File: config.mk
export PLATFORM = sky130hd
export DESIGN_NAME = match_overlay
export DESIGN_NICKNAME = d
export VERILOG_FILES = /design/src/rtl/match_overlay.sv
export SDC_FILE = /design/constraint.sdc
export NUM_CORES = 1
export LEC_CHECK = 0
export ABC_AREA = 1
export CORE_UTILIZATION = 69
export CTS_CLUSTER_DIAMETER = 120
export DETAILED_ROUTE_END_ITERATION = 7
export DONT_BUFFER_PORTS = 1
export PLACE_DENSITY = 0.9
export SYNTH_ARGS = -nofsm -noshare
export SYNTH_HDL_FRONTEND = slang
export SYNTH_SLANG_ARGS = --single-unit
export TNS_END_PERCENT = 30
File: constraint.sdc
create_clock -name clk -period 5.8 [get_ports clk]
set_input_delay 0.58 -clock clk [delete_from_list [all_inputs] [get_ports clk]]
set_output_delay 0.58 -clock clk [all_outputs]
set_load 0.01 [all_outputs]
File: src/rtl/match_overlay.sv
// Draws a template-sized rectangle border over a raster pixel stream at the detector's last latched position.
// One-cycle registered latency from each ena=1 pixel; no backpressure, ena=0 cycles simply hold all state.
module match_overlay #(
    parameter int         WIDTH  = 640,
    parameter int         HEIGHT = 480,
    parameter int         BOX_W  = 40,
    parameter int         BOX_H  = 100,
    parameter logic [7:0] COLOR  = 8'hFF
) (
    input  logic       clk,
    input  logic       rst,
    input  logic       ena,
    input  logic       sof,
    input  logic [7:0] pix_in,
    input  logic [9:0] xpos,
    input  logic [9:0] ypos,
    input  logic       det_valid,
    output logic [7:0] pix_out,
    output logic       out_valid,
    output logic [9:0] xout,
    output logic [9:0] yout,
    output logic       frame_done
);

    typedef enum logic {
        SYNC = 1'b0,
        RUN  = 1'b1
    } state_t;

    localparam logic [9:0]  X_LAST = 10'(WIDTH - 1);
    localparam logic [9:0]  Y_LAST = 10'(HEIGHT - 1);
    localparam logic [10:0] BW_M1  = 11'(BOX_W - 1);
    localparam logic [10:0] BH_M1  = 11'(BOX_H - 1);

    state_t      state, state_nxt;
    logic [9:0]  x, y;
    logic [9:0]  bx, by;
    logic        bon;

    logic        proc;
    logic        origin;
    logic [9:0]  px, py;
    logic [9:0]  x_nxt, y_nxt;
    logic [9:0]  cbx, cby;
    logic        cbon;
    logic [10:0] bx0, bx1, by0, by1, px11, py11;
    logic        in_x, in_y, border, last;

    // Position of the pixel being processed; sof always forces (0,0) and re-arms the box latch.
    always_comb begin
        state_nxt = state;
        proc      = 1'b0;
        origin    = 1'b0;
        px        = x;
        py        = y;
        if (ena) begin
            if (state == SYNC) begin
                if (sof) begin
                    proc      = 1'b1;
                    origin    = 1'b1;
                    px        = '0;
                    py        = '0;
                    state_nxt = RUN;
                end
            end else begin
                proc = 1'b1;
                if (sof || (x == '0 && y == '0)) begin
                    origin = 1'b1;
                    px     = '0;
                    py     = '0;
                end
            end
        end
    end

    // Origin pixel uses the freshly sampled detection, so the box applies from (0,0) onward.
    always_comb begin
        cbx  = origin ? xpos : bx;
        cby  = origin ? ypos : by;
        cbon = origin ? det_valid : bon;
        bx0  = {1'b0, cbx};
        by0  = {1'b0, cby};
        bx1  = bx0 + BW_M1;
        by1  = by0 + BH_M1;
        px11 = {1'b0, px};
        py11 = {1'b0, py};
        in_x = (px11 >= bx0) && (px11 <= bx1);
        in_y = (py11 >= by0) && (py11 <= by1);
        // Edges past the raster are never hit because px/py stay inside the frame.
        border = cbon && ((((px11 == bx0) || (px11 == bx1)) && in_y) ||
                          (((py11 == by0) || (py11 == by1)) && in_x));
        last = (px == X_LAST) && (py == Y_LAST);
    end

    always_comb begin
        x_nxt = px + 10'd1;
        y_nxt = py;
        if (px == X_LAST) begin
            x_nxt = '0;
            y_nxt = (py == Y_LAST) ? 10'd0 : py + 10'd1;
        end
    end

    always_ff @(posedge clk or negedge rst) begin
        if (!rst) begin
            state <= SYNC;
        end else begin
            state <= state_nxt;
        end
    end

    always_ff @(posedge clk or negedge rst) begin
        if (!rst) begin
            x          <= '0;
            y          <= '0;
            bx         <= '0;
            by         <= '0;
            bon        <= 1'b0;
            pix_out    <= '0;
            out_valid  <= 1'b0;
            xout       <= '0;
            yout       <= '0;
            frame_done <= 1'b0;
        end else begin
            out_valid <= proc;
            if (proc) begin
                pix_out    <= border ? COLOR : pix_in;
                xout       <= px;
                yout       <= py;
                frame_done <= last;
                x          <= x_nxt;
                y          <= y_nxt;
                if (origin) begin
                    bx  <= xpos;
                    by  <= ypos;
                    bon <= det_valid;
                end
            end else begin
                frame_done <= 1'b0;
            end
        end
    end

endmodule

== Yosys cells after proc, flatten, opt, wreduce, memory -nomap -nowiden ==
Cells that the tools add are included.
Cells by class
  add/subtract/negate cells: 4
  multiply operators: 0
  div/mod/pow operators: 0
  magnitude comparators: 4
  equal/unequal tests: 6
  shifts and indexed selects: 0
  mux-type cells: 22
  bitwise logic cells: 0
  reductions and logical operators: 13
Operator list (count)
  10-bit two-way mux: 13
  10-bit by 11-bit == test with 1-bit output: 2
  10-bit by 11-bit less-or-equal comparator with 1-bit output: 2
  10-bit by 1-bit adder with 10-bit output, second input constant: 2
  10-bit == test: 2
  10-bit greater-or-equal comparator: 2
  10-bit logical NOT: 2
  10-bit by 6-bit adder with 11-bit output, second input constant: 1
  10-bit by 7-bit adder with 11-bit output, second input constant: 1
  10-bit == test, second input constant: 1
  10-bit by 9-bit == test with 1-bit output, second input constant: 1
  1-bit two-way mux: 8
  8-bit two-way mux: 1
  1-bit logical AND: 7
  1-bit logical OR: 4
Word-level totals
  flip-flop bits (word level): 72
  bits in latches: 0
  RAM bits: 0
  bits in read-only memories: 0
  input bits: 33
  output and inout port bits: 30
  logic and storage cells: 60
  memories: 0

== Logic depth before layout (Yosys ltp) ==
Gate-level depths: netlist of run 1.
  word-level depth: 14
  mapped depth: 25
  gate-level depth less buffers: 25

== Worst setup path before layout of run 1 ==
Ideal clock, no wire load.
  kind: input to register
  start: input port ena
  end: register pix_out[0]
  setup time: 0.122 ns
  arrival: 3.227 ns
  required time: 5.678 ns
  slack: 2.450 ns
  stages: 24
  path buffers: 0
  path through: nand2_1 -> nor2_1 -> nand3_2 -> nand2_4 -> inv_2 -> or2_2 -> o21ai_1 -> ha_1 -> nand3_1 -> nand3_2 -> nand2_1 -> xor2_1 -> ha_1 -> nand2_1 -> o21ai_0 -> a21oi_1 -> o21ai_0 -> nand3_1 -> nand2_1 -> clkinv_1 -> nand2_1 -> nand2_2 -> nand2_4 -> a21oi_2
On the way
  cells in the longest elaborated chain, start to end: 9
  elaborated cells on any way between the ends: 26
  classes of those cells: add/sub: 2; order compare: 4; eq/ne: 4; mux: 8; reduce/logical: 8
Ends and longest elaborated chain
  start, declared: RTL line 12  | input logic ena,
  1-bit two-way mux: RTL line 56  | if (ena) begin
  10-bit two-way mux
  10-bit by 7-bit adder with 11-bit output or 10-bit by 6-bit adder with 11-bit output (tied branches): RTL line 84, 83
  10-bit by 11-bit less-or-equal comparator with 1-bit output (tied with other cells): RTL line 88  | in_y = (py11 >= by0) && (py11 <= by1);
  1-bit logical AND (tied with other cells): RTL line 88
  1-bit logical AND (on tied branches): RTL line 90, 91
  1-bit logical OR: RTL line 90  | border = cbon && ((((px11 == bx0) || (px11 == bx1)) && in_y) ||
  1-bit logical AND: RTL line 90
  8-bit two-way mux: RTL line 127  | pix_out <= border ? COLOR : pix_in;
  end signal, assigned: RTL line 127
  end, declared: RTL line 18  | output logic [7:0] pix_out,
Several ways; a longest one is shown, not always the timed one.
A chain may end at the register's enable or synchronous reset.

== Worst setup path after layout of run 1 ==
  start: register x[4]
  end: register pix_out[4]
On the way
  cells in the longest elaborated chain, start to end: 14
  elaborated cells on any way between the ends: 35
  classes of those cells: add/sub: 2; order compare: 4; eq/ne: 4; mux: 14; reduce/logical: 11
Ends and longest elaborated chain
  start, declared: RTL line 36  | logic [9:0] x, y;
  start signal, assigned: RTL line 131  | x <= x_nxt;
  10-bit logical NOT: RTL line 67  | if (sof || (x == '0 && y == '0)) begin
  1-bit logical AND: RTL line 67
  1-bit logical OR: RTL line 67
  1-bit two-way mux: RTL line 67
  1-bit two-way mux: RTL line 57  | if (state == SYNC) begin
  1-bit two-way mux: RTL line 56
  10-bit two-way mux
  10-bit by 7-bit adder with 11-bit output or 10-bit by 6-bit adder with 11-bit output (tied branches): RTL line 84, 83
  10-bit by 11-bit less-or-equal comparator with 1-bit output (tied with other cells): RTL line 88
  1-bit logical AND (tied with other cells): RTL line 88
  1-bit logical AND (on tied branches): RTL line 90, 91
  1-bit logical OR: RTL line 90
  1-bit logical AND *: RTL line 90
  8-bit two-way mux *: RTL line 127
Mark *: on every way between the ends. The rest lies on a longest branch, timed or not.

==> out/summary.log, run 1 <==
[global_route] maximum number of pins on one net before global-route repair 73
[timing] Layout Skew 0.0117 ns
[critical_path] crit path max fanout 45
[floorplan] x dimension of the die 85.7 um
[outcome] failing checks design-rule violations
[timing] Final Hold Fails 0
[run] Max-Cap Viols 0
[yosys] post-synthesis average cell area 7.60 um2
[critical_path] slowest stage delay, CP 0.59 ns
[power] Cell Pwr Density 336 mW/mm2
[yosys] xor and xnor fraction of the mapped netlist area 3.98%
[floorplan] area of the die 0.00735 mm2
[place] routability congestion estimate from global placement 1.08
[final_layout] Area Growth Syn to Fin 5.25%
[floorplan] initial standard-cell utilization of the core 71.2%
[route] initial DRC count 340
[cts] Post-CTS Setup Inserts 0
[final_layout] Reg area 0.00180 mm2
[place] count of buffers inserted at the top-level ports 0
[critical_path] critical path endpoint category flop
[cts] htree depth 3
[timing] Final Max Slew Viols 0
[final_layout] Antenna Cells 0
[cts] total number of clock tree sinks 72
[yosys] fraction of the yosys area taken by sequential cells 37.3%
[final_layout] Nets 706
[final_layout] share of final-layout standard cells stronger than drive strength 1 9.86%
[timing] highest attainable clock frequency 217 MHz
[cts] Root Buffer Master sky130_fd_sc_hd__clkbuf_8
[place] placed instance count 718
[yosys] largest area contributor in the synthesized netlist sky130_fd_sc_hd__dfrtp_1
[global_route] aggregate global-route resource usage 32.4%
[route] total wire length after detailed routing 11.3 mm
[yosys] Synth Area in Compound Gates 10.4%
[critical_path] category of the worst setup path launch point flop
[final_layout] fillers 521
[global_route] first-pass GRT wire length 18.5 mm
[yosys] count of synthesis-stage warnings from yosys 0
[route] via total after detailed routing 4207
[cts] Inserted Clock Buffers 9
[power] worst voltage drop across the vdd grid 241 uV
[timing] minimum clock period after layout 4.60 ns
[critical_path] data required time at the worst endpoint 6.09 ns
[place] Final HPWL DP 8.27 mm
[timing] Max-Slew Margin vs Limit 56.5%
[timing] final count of negative-setup-slack endpoints 0
[global_route] via count of the first global-routing pass 4028
[yosys] simple logic cell fraction of the synthesized area 29.7%
[floorplan] Die Y-Extent 85.7 um
[timing] Tightest Pin Transition 0.652 ns
[cts] Worst-path clk slew 0.09 ns
[worst_hold_path] worst min-delay path category in -> async
[power] reported leakage power 2.59 nW
[yosys] number of instances in the synthesized netlist 636
[yosys] cell types occupying the most area after synthesis sky130_fd_sc_hd__dfrtp_1 37%, sky130_fd_sc_hd__nand2_1 13%, sky130_fd_sc_hd__ha_1 10%
[yosys] multiplexer share of the synthesized area 0%
[yosys] number of enable-type register cells in the synthesized netlist 0
[critical_path] data arrival time of the critical path 4.89 ns
[yosys] area share of fa/ha/maj cells after synthesis 10.1%
[floorplan] CORE AREA 0.00679 mm2
[cts] post-cts gate resize count 0
[route] Initial DRT Pass Iterations 7
[critical_path] Most common cell on crit path sky130_fd_sc_hd__nand2_1
[yosys] async set-or-reset flop fraction in the synthesized netlist 100%
[critical_path] CP max stage cell sky130_fd_sc_hd__nand2_4
[final_layout] post-route non-filler standard cell count 735
[route] routed via count divided by cell count 5.72
[timing] setup repair after global routing missed its margin false
[timing] post-route worst hold slack 0.0926 ns
[yosys] Unique masters post-synth 41
[route] average wire per standard cell 15.3 um
[timing] Setup Total Neg Slack 0 ns
[cts] CTS max path bufs 2
[critical_path] critical path, cell by cell nor2_1, nand2_1, nor2_1, nand3_2, nand2_4, inv_2, or2_2, o21ai_1, ha_1, nand3_1, nand3_2, a21oi_1, xor2_1, ha_1, nand2_1, nor4_1, nand2_1, nand2_1, nand2_1, inv_1, nand2_1, nand2_2, nand2_4, a21oi_2
[yosys] combinational family with the most area after synthesis simple AND/OR/NAND/NOR gates
[critical_path] critical path class reg -> reg
[yosys] number of nets produced by synthesis 708
[floorplan] number of ports placed on the die boundary 63
[cts] insertion delay of the later-clocked pin in the worst-skew pair 0.36 ns
[yosys] share of the synthesized area in the top cell type 37.3%
[yosys] Synth Cell Area 0.00484 mm2
[global_route] Remaining Overflow, GRT 0
[floorplan] floorplan row count 30
[final_layout] area of combinational cells with multiple inputs 0.00262 mm2
[global_route] initial antenna violation count 0
[yosys] dominant register cell in the synthesized netlist sky130_fd_sc_hd__dfrtp_1
[outcome] result of the run complete, but fails checks
[route] residual DRC count 1
[route] count of antenna-violating nets left after detailed routing 0
[critical_path] worst r2r path cells 24
[yosys] register bit total from synthesis 72
[cts] clock tree from TritonCTS built
[timing] final worst path period share 79.4%
[critical path: cells and delay by family, from the launching register on]
| family | cells | cell delay [ns] |
|---|---|---|
| adders and majority gates | 2 | 0.59 |
| xor gates and xnor gates | 1 | 0.16 |
| AOI/OAI and AO/OA | 3 | 0.43 |
| DFF | 1 | 0.46 |
| and+or+nand+nor | 16 | 2.65 |
| buffers and inverters | 2 | 0.20 |
[sequential cells by signal (all words and copies together) (netlist names)]
| register | count |
|---|---|
| bon | 1 |
| bx | 10 |
| by | 10 |
| frame_done | 1 |
| out_valid | 1 |
| pix_out | 8 |
| state | 1 |
| x | 10 |
| xout | 10 |
| y | 10 |
| yout | 10 |
[cells by family after synthesis]
family | Yosys count
buffers and inverters | 101
XOR/XNOR | 22
AO/OA/AOI/OAI | 84
flip-flops | 72
adder cells (fa/ha/maj) | 39
AND/OR/NAND/NOR | 318
[report_power, final]
part / leakage [nW] / internal (mW) / total (mW) / switching (mW)
combinational: 1.58 / 0.234 / 0.692 / 0.459
sequential: 0.921 / 0.585 / 0.632 / 0.0465
clock: 0.0888 / 0.163 / 0.385 / 0.221
total: 2.59 / 0.982 / 1.71 / 0.727
[metrics by stage]
stage	power, mW	util [%]	cell area (um2)	worst slack, ns
final	1.71	74.9	5090	1.20
after CTS	1.71	74.9	5090	1.27
after floorplan	1.18	-	4840	2.45
after global placement	1.27	71.8	4880	1.58
after global routing	1.83	74.9	5090	0.840
after detailed placement	1.31	71.8	4880	1.34
[area by class of cell]
cell class | count | share of cell area (%)
clock buffers | 9 | 2.43
inverters | 85 | 6.27
well taps | 96 | 2.36
multi-input cells | 463 | 51.5
clock inverters | 7 | 1.20
repair buffers | 3 | 0.836
flip-flops and latches | 72 | 35.4
[layer usage]
layer	global-route usage (%)	up-vias	part of all wire (%)
li1	-	2032	-
met1	40.3	1981	42
met2	55.2	160	49
met3	5.77	34	5.3
met4	14.5	0	3.6
met5	0	-	0
[Yosys cell counts, types with 2 or more instances]
| library cell | number |
|---|---|
| sky130_fd_sc_hd__ha_1 | 39 |
| sky130_fd_sc_hd__nor2_1 | 69 |
| sky130_fd_sc_hd__nor4_1 | 3 |
| sky130_fd_sc_hd__a21oi_2 | 8 |
| sky130_fd_sc_hd__nand3b_1 | 5 |
| sky130_fd_sc_hd__dfrtp_1 | 72 |
| sky130_fd_sc_hd__nor2_4 | 5 |
| sky130_fd_sc_hd__or2_2 | 3 |
| sky130_fd_sc_hd__xnor2_1 | 5 |
| sky130_fd_sc_hd__xor2_1 | 17 |
| sky130_fd_sc_hd__a211oi_1 | 3 |
| sky130_fd_sc_hd__a21o_1 | 2 |
| sky130_fd_sc_hd__nand2_1 | 168 |
| sky130_fd_sc_hd__clkbuf_1 | 9 |
| sky130_fd_sc_hd__nand3_2 | 4 |
| sky130_fd_sc_hd__nand3_1 | 29 |
| sky130_fd_sc_hd__inv_1 | 82 |
| sky130_fd_sc_hd__o21ai_0 | 30 |
| sky130_fd_sc_hd__o21ai_2 | 6 |
| sky130_fd_sc_hd__nor3_1 | 4 |
| sky130_fd_sc_hd__buf_6 | 3 |
| sky130_fd_sc_hd__nand4_1 | 11 |
| sky130_fd_sc_hd__nand2_2 | 5 |
| sky130_fd_sc_hd__a21oi_1 | 20 |
| sky130_fd_sc_hd__o21ai_1 | 9 |
| sky130_fd_sc_hd__inv_2 | 2 |
| sky130_fd_sc_hd__buf_2 | 2 |
| sky130_fd_sc_hd__nand2_4 | 2 |
| sky130_fd_sc_hd__nor2_2 | 5 |
| sky130_fd_sc_hd__o22ai_1 | 3 |
[cell usage in the layout, fill, tap and decap left out, types with 5 or more instances in the layout]
master	instances
sky130_fd_sc_hd__a21oi_1	20
sky130_fd_sc_hd__a21oi_2	8
sky130_fd_sc_hd__clkbuf_8	9
sky130_fd_sc_hd__dfrtp_1	72
sky130_fd_sc_hd__ha_1	39
sky130_fd_sc_hd__inv_1	82
sky130_fd_sc_hd__nand2_1	168
sky130_fd_sc_hd__nand2_2	5
sky130_fd_sc_hd__nand3_1	29
sky130_fd_sc_hd__nand3b_1	5
sky130_fd_sc_hd__nand4_1	11
sky130_fd_sc_hd__nor2_1	68
sky130_fd_sc_hd__nor2_2	6
sky130_fd_sc_hd__nor2_4	5
sky130_fd_sc_hd__o21ai_0	30
sky130_fd_sc_hd__o21ai_1	9
sky130_fd_sc_hd__o21ai_2	6
sky130_fd_sc_hd__xnor2_1	5
sky130_fd_sc_hd__xor2_1	17
[worst paths after layout]
kind                         start    endpoint  slack, ns
min in group clk           xpos[8]       bx[8]       0.39
max in group asynchronous      rst       by[4]       5.42
max                           x[4]  pix_out[4]       1.20
min                            rst        y[3]       0.09
max reg2reg                   x[4]  pix_out[4]       1.20
min reg2reg                  state       state       0.49
[repair_timing]
item | in CTS | in global routing
setup endpoints to repair | 0 | 0
hold endpoints to repair | 72 | 0
hold buffers | 1 | 0
Note: power is estimated with default switching activity, not from simulation.
==> run 2: changes to the inputs <==
--- a/config.mk
+++ b/config.mk
@@ -6,11 +6,11 @@
 export NUM_CORES = 1
 export LEC_CHECK = 0
 export ABC_AREA = 1
-export CORE_UTILIZATION = 69
+export CORE_UTILIZATION = 58
 export CTS_CLUSTER_DIAMETER = 120
 export DETAILED_ROUTE_END_ITERATION = 7
 export DONT_BUFFER_PORTS = 1
-export PLACE_DENSITY = 0.9
+export PLACE_DENSITY = 0.81
 export SYNTH_ARGS = -nofsm -noshare
 export SYNTH_HDL_FRONTEND = slang
 export SYNTH_SLANG_ARGS = --single-unit
==> constraint.sdc (replaced) <==
create_clock -name clk -period 4.05 [get_ports clk]
set_input_delay 0.405 -clock clk [delete_from_list [all_inputs] [get_ports clk]]
set_output_delay 0.405 -clock clk [all_outputs]
set_load 0.01 [all_outputs]
==> out/summary.log, run 2 (synthesis results as in run 1) <==
[timing] Layout Skew 0.0140 ns [+0.00227 ns]
[cts] total number of clock tree sinks 72 [unchanged]
[cts] Inserted Clock Buffers 9 [unchanged]
[timing] minimum clock period after layout 3.66 ns [-0.946 ns]
[timing] Max-Slew Margin vs Limit 58.8% [+2.3 points]
[floorplan] Die Y-Extent 93.3 um [+8.9%]
[global_route] via count of the first global-routing pass 3998 [-0.74%]
[cts] htree depth 3 [unchanged]
[route] residual DRC count 0 [-1]
[route] count of antenna-violating nets left after detailed routing 0 [unchanged]
[place] routability congestion estimate from global placement 0.958 [-11%]
[critical_path] critical path class reg -> reg
[cts] CTS max path bufs 2 [unchanged]
[floorplan] x dimension of the die 93.3 um [+8.9%]
[power] worst voltage drop across the vdd grid 298 uV [+24%]
[cts] Root Buffer Master sky130_fd_sc_hd__clkbuf_8
[timing] highest attainable clock frequency 273 MHz [+26%]
[critical_path] Most common cell on crit path sky130_fd_sc_hd__nand2_1
[outcome] result of the run complete, no violations
[floorplan] number of ports placed on the die boundary 63 [unchanged]
[floorplan] area of the die 0.00871 mm2 [+19%]
[timing] final count of negative-setup-slack endpoints 0 [unchanged]
[global_route] first-pass GRT wire length 18.6 mm [+0.63%]
[final_layout] Area Growth Syn to Fin 6.52%
[timing] post-route worst hold slack 0.208 ns [+0.115 ns]
[critical_path] slowest stage delay, CP 0.46 ns [-0.13 ns]
[final_layout] share of final-layout standard cells stronger than drive strength 1 10.4% [+0.56 points]
[floorplan] initial standard-cell utilization of the core 61.3% [-9.9 points]
[place] Final HPWL DP 8.07 mm [-2.5%]
[floorplan] CORE AREA 0.00789 mm2 [+16%]
[power] reported leakage power 2.62 nW [+1.1%]
[global_route] aggregate global-route resource usage 27.4% [-5.0 points]
[timing] final worst path period share 90.3% [+11 points]
[global_route] maximum number of pins on one net before global-route repair 73 [unchanged]
[final_layout] most frequent cells in the layout 168 x sky130_fd_sc_hd__nand2_1, 82 x sky130_fd_sc_hd__inv_1, 72 x sky130_fd_sc_hd__dfrtp_1, 68 x sky130_fd_sc_hd__nor2_1, 39 x sky130_fd_sc_hd__ha_1
[route] routed via count divided by cell count 5.42 [-5.2%]
[critical_path] CP max stage cell sky130_fd_sc_hd__dfrtp_1
[critical_path] data required time at the worst endpoint 4.34 ns [-1.75 ns]
[final_layout] leading cell type in the layout, fill and taps excluded sky130_fd_sc_hd__nand2_1
[route] average wire per standard cell 14.7 um [-4.1%]
[route] Initial DRT Pass Iterations 5 [-2]
[power] Cell Pwr Density 480 mW/mm2 [+43%]
[final_layout] fillers 657 [+26%]
[global_route] initial antenna violation count 0 [unchanged]
[floorplan] floorplan row count 32 [+6.7%]
[critical_path] category of the worst setup path launch point flop
[cts] Worst-path clk slew 0.09 ns [about the same]
[critical_path] data arrival time of the critical path 3.95 ns [-0.94 ns]
[cts] clock tree from TritonCTS built
[cts] insertion delay of the later-clocked pin in the worst-skew pair 0.36 ns [about the same]
[timing] setup repair after global routing missed its margin false
[final_layout] Nets 711 [+0.71%]
[place] pre-CTS setup slack 0.336 ns [-1.01 ns]
[timing] Final Hold Fails 0 [unchanged]
[worst_hold_path] worst min-delay path category in -> reg
[final_layout] Antenna Cells 0 [unchanged]
[global_route] Remaining Overflow, GRT 0 [unchanged]
[timing] Setup Total Neg Slack 0 ns [unchanged]
[place] count of buffers inserted at the top-level ports 0 [unchanged]
[timing] Final Max Slew Viols 0 [unchanged]
[timing] Final WS setup 0.394 ns [-0.804 ns]
[run] Max-Cap Viols 0 [unchanged]
[critical_path] critical path endpoint category flop
[timing] Tightest Pin Transition 0.616 ns [-0.0360 ns]
[route] total wire length after detailed routing 10.9 mm [-2.8%]
[critical_path] crit path max fanout 31 [-31%]
[route] via total after detailed routing 4041 [-3.9%]
[route] initial DRC count 235 [-31%]
==> run 2: timing repair <==
item | 4_1_cts | 5_1_grt
resized for setup | 0 | 2
setup endpoints to repair | 0 | 8
buffers inserted | 0 | 0
hold endpoints to repair | 72 | 0
hold buffers | 2 | 0
==> run 2: per-layer routing <==
metal  GRT usage, %  up-vias  part of all wire [%]
met5              0        -                     0
met4           12.2        0                   3.1
met3           3.98       23                   4.6
met2           45.2       99                    48
met1           35.6     1888                    44
li1               -     2031                     -
==> run 2: worst max-delay path: cells and delay by family (launching register included) <==
| family | cells | cell delay [ns] |
|---|---|---|
| xor gates and xnor gates | 1 | 0.16 |
| AOI/OAI and AO/OA | 1 | 0.13 |
| buffers and inverters | 4 | 0.45 |
| and+or+nand+nor | 18 | 2.05 |
| DFF | 1 | 0.46 |
| adders and majority gates | 1 | 0.33 |
==> run 2: metrics by stage <==
stage / total power [mW] / instance area [um2] / util [%] / cells
global route: 2.67 / 5150 / 65.3 / 745
global placement: 1.83 / 4910 / 62.3 / 728
CTS: 2.48 / 5140 / 65.2 / 745
finish: 2.47 / 5150 / 65.3 / 745
detailed placement: 1.88 / 4910 / 62.3 / 728
floorplan: 1.68 / 4840 / - / 636
==> run 2: path summary, 6_finish.rpt <==
check	startpoint	endpoint	slack, ns	cells past startpoint
worst max-delay path	x[4]	pix_out[1]	0.39	25
worst min register to register	state	state	0.48	1
worst max register to register	x[4]	pix_out[1]	0.39	25
min in group asynchronous	rst	frame_done	0.57	2
max in group asynchronous	rst	xout[3]	3.16	2
worst min-delay path	xpos[2]	bx[2]	0.21	2
==> run 2: final cells by class <==
type / count / area (um2) / share of cell area [%]
sequential: 72 / 1800 / 35.0
timing repair buffer: 8 / 86.3 / 1.68
tap: 102 / 128 / 2.48
multi-input combinational: 463 / 2630 / 51.0
inverter: 85 / 319 / 6.19
clock buffer: 9 / 124 / 2.40
clock inverter: 6 / 67.6 / 1.31
==> run 2: power by group <==
| part | switching (mW) | total (mW) | internal [mW] |
|---|---|---|---|
| registers | 0.0625 | 0.900 | 0.838 |
| clock network | 0.302 | 0.586 | 0.284 |
| logic | 0.638 | 0.987 | 0.348 |
| total | 1.00 | 2.47 | 1.47 |
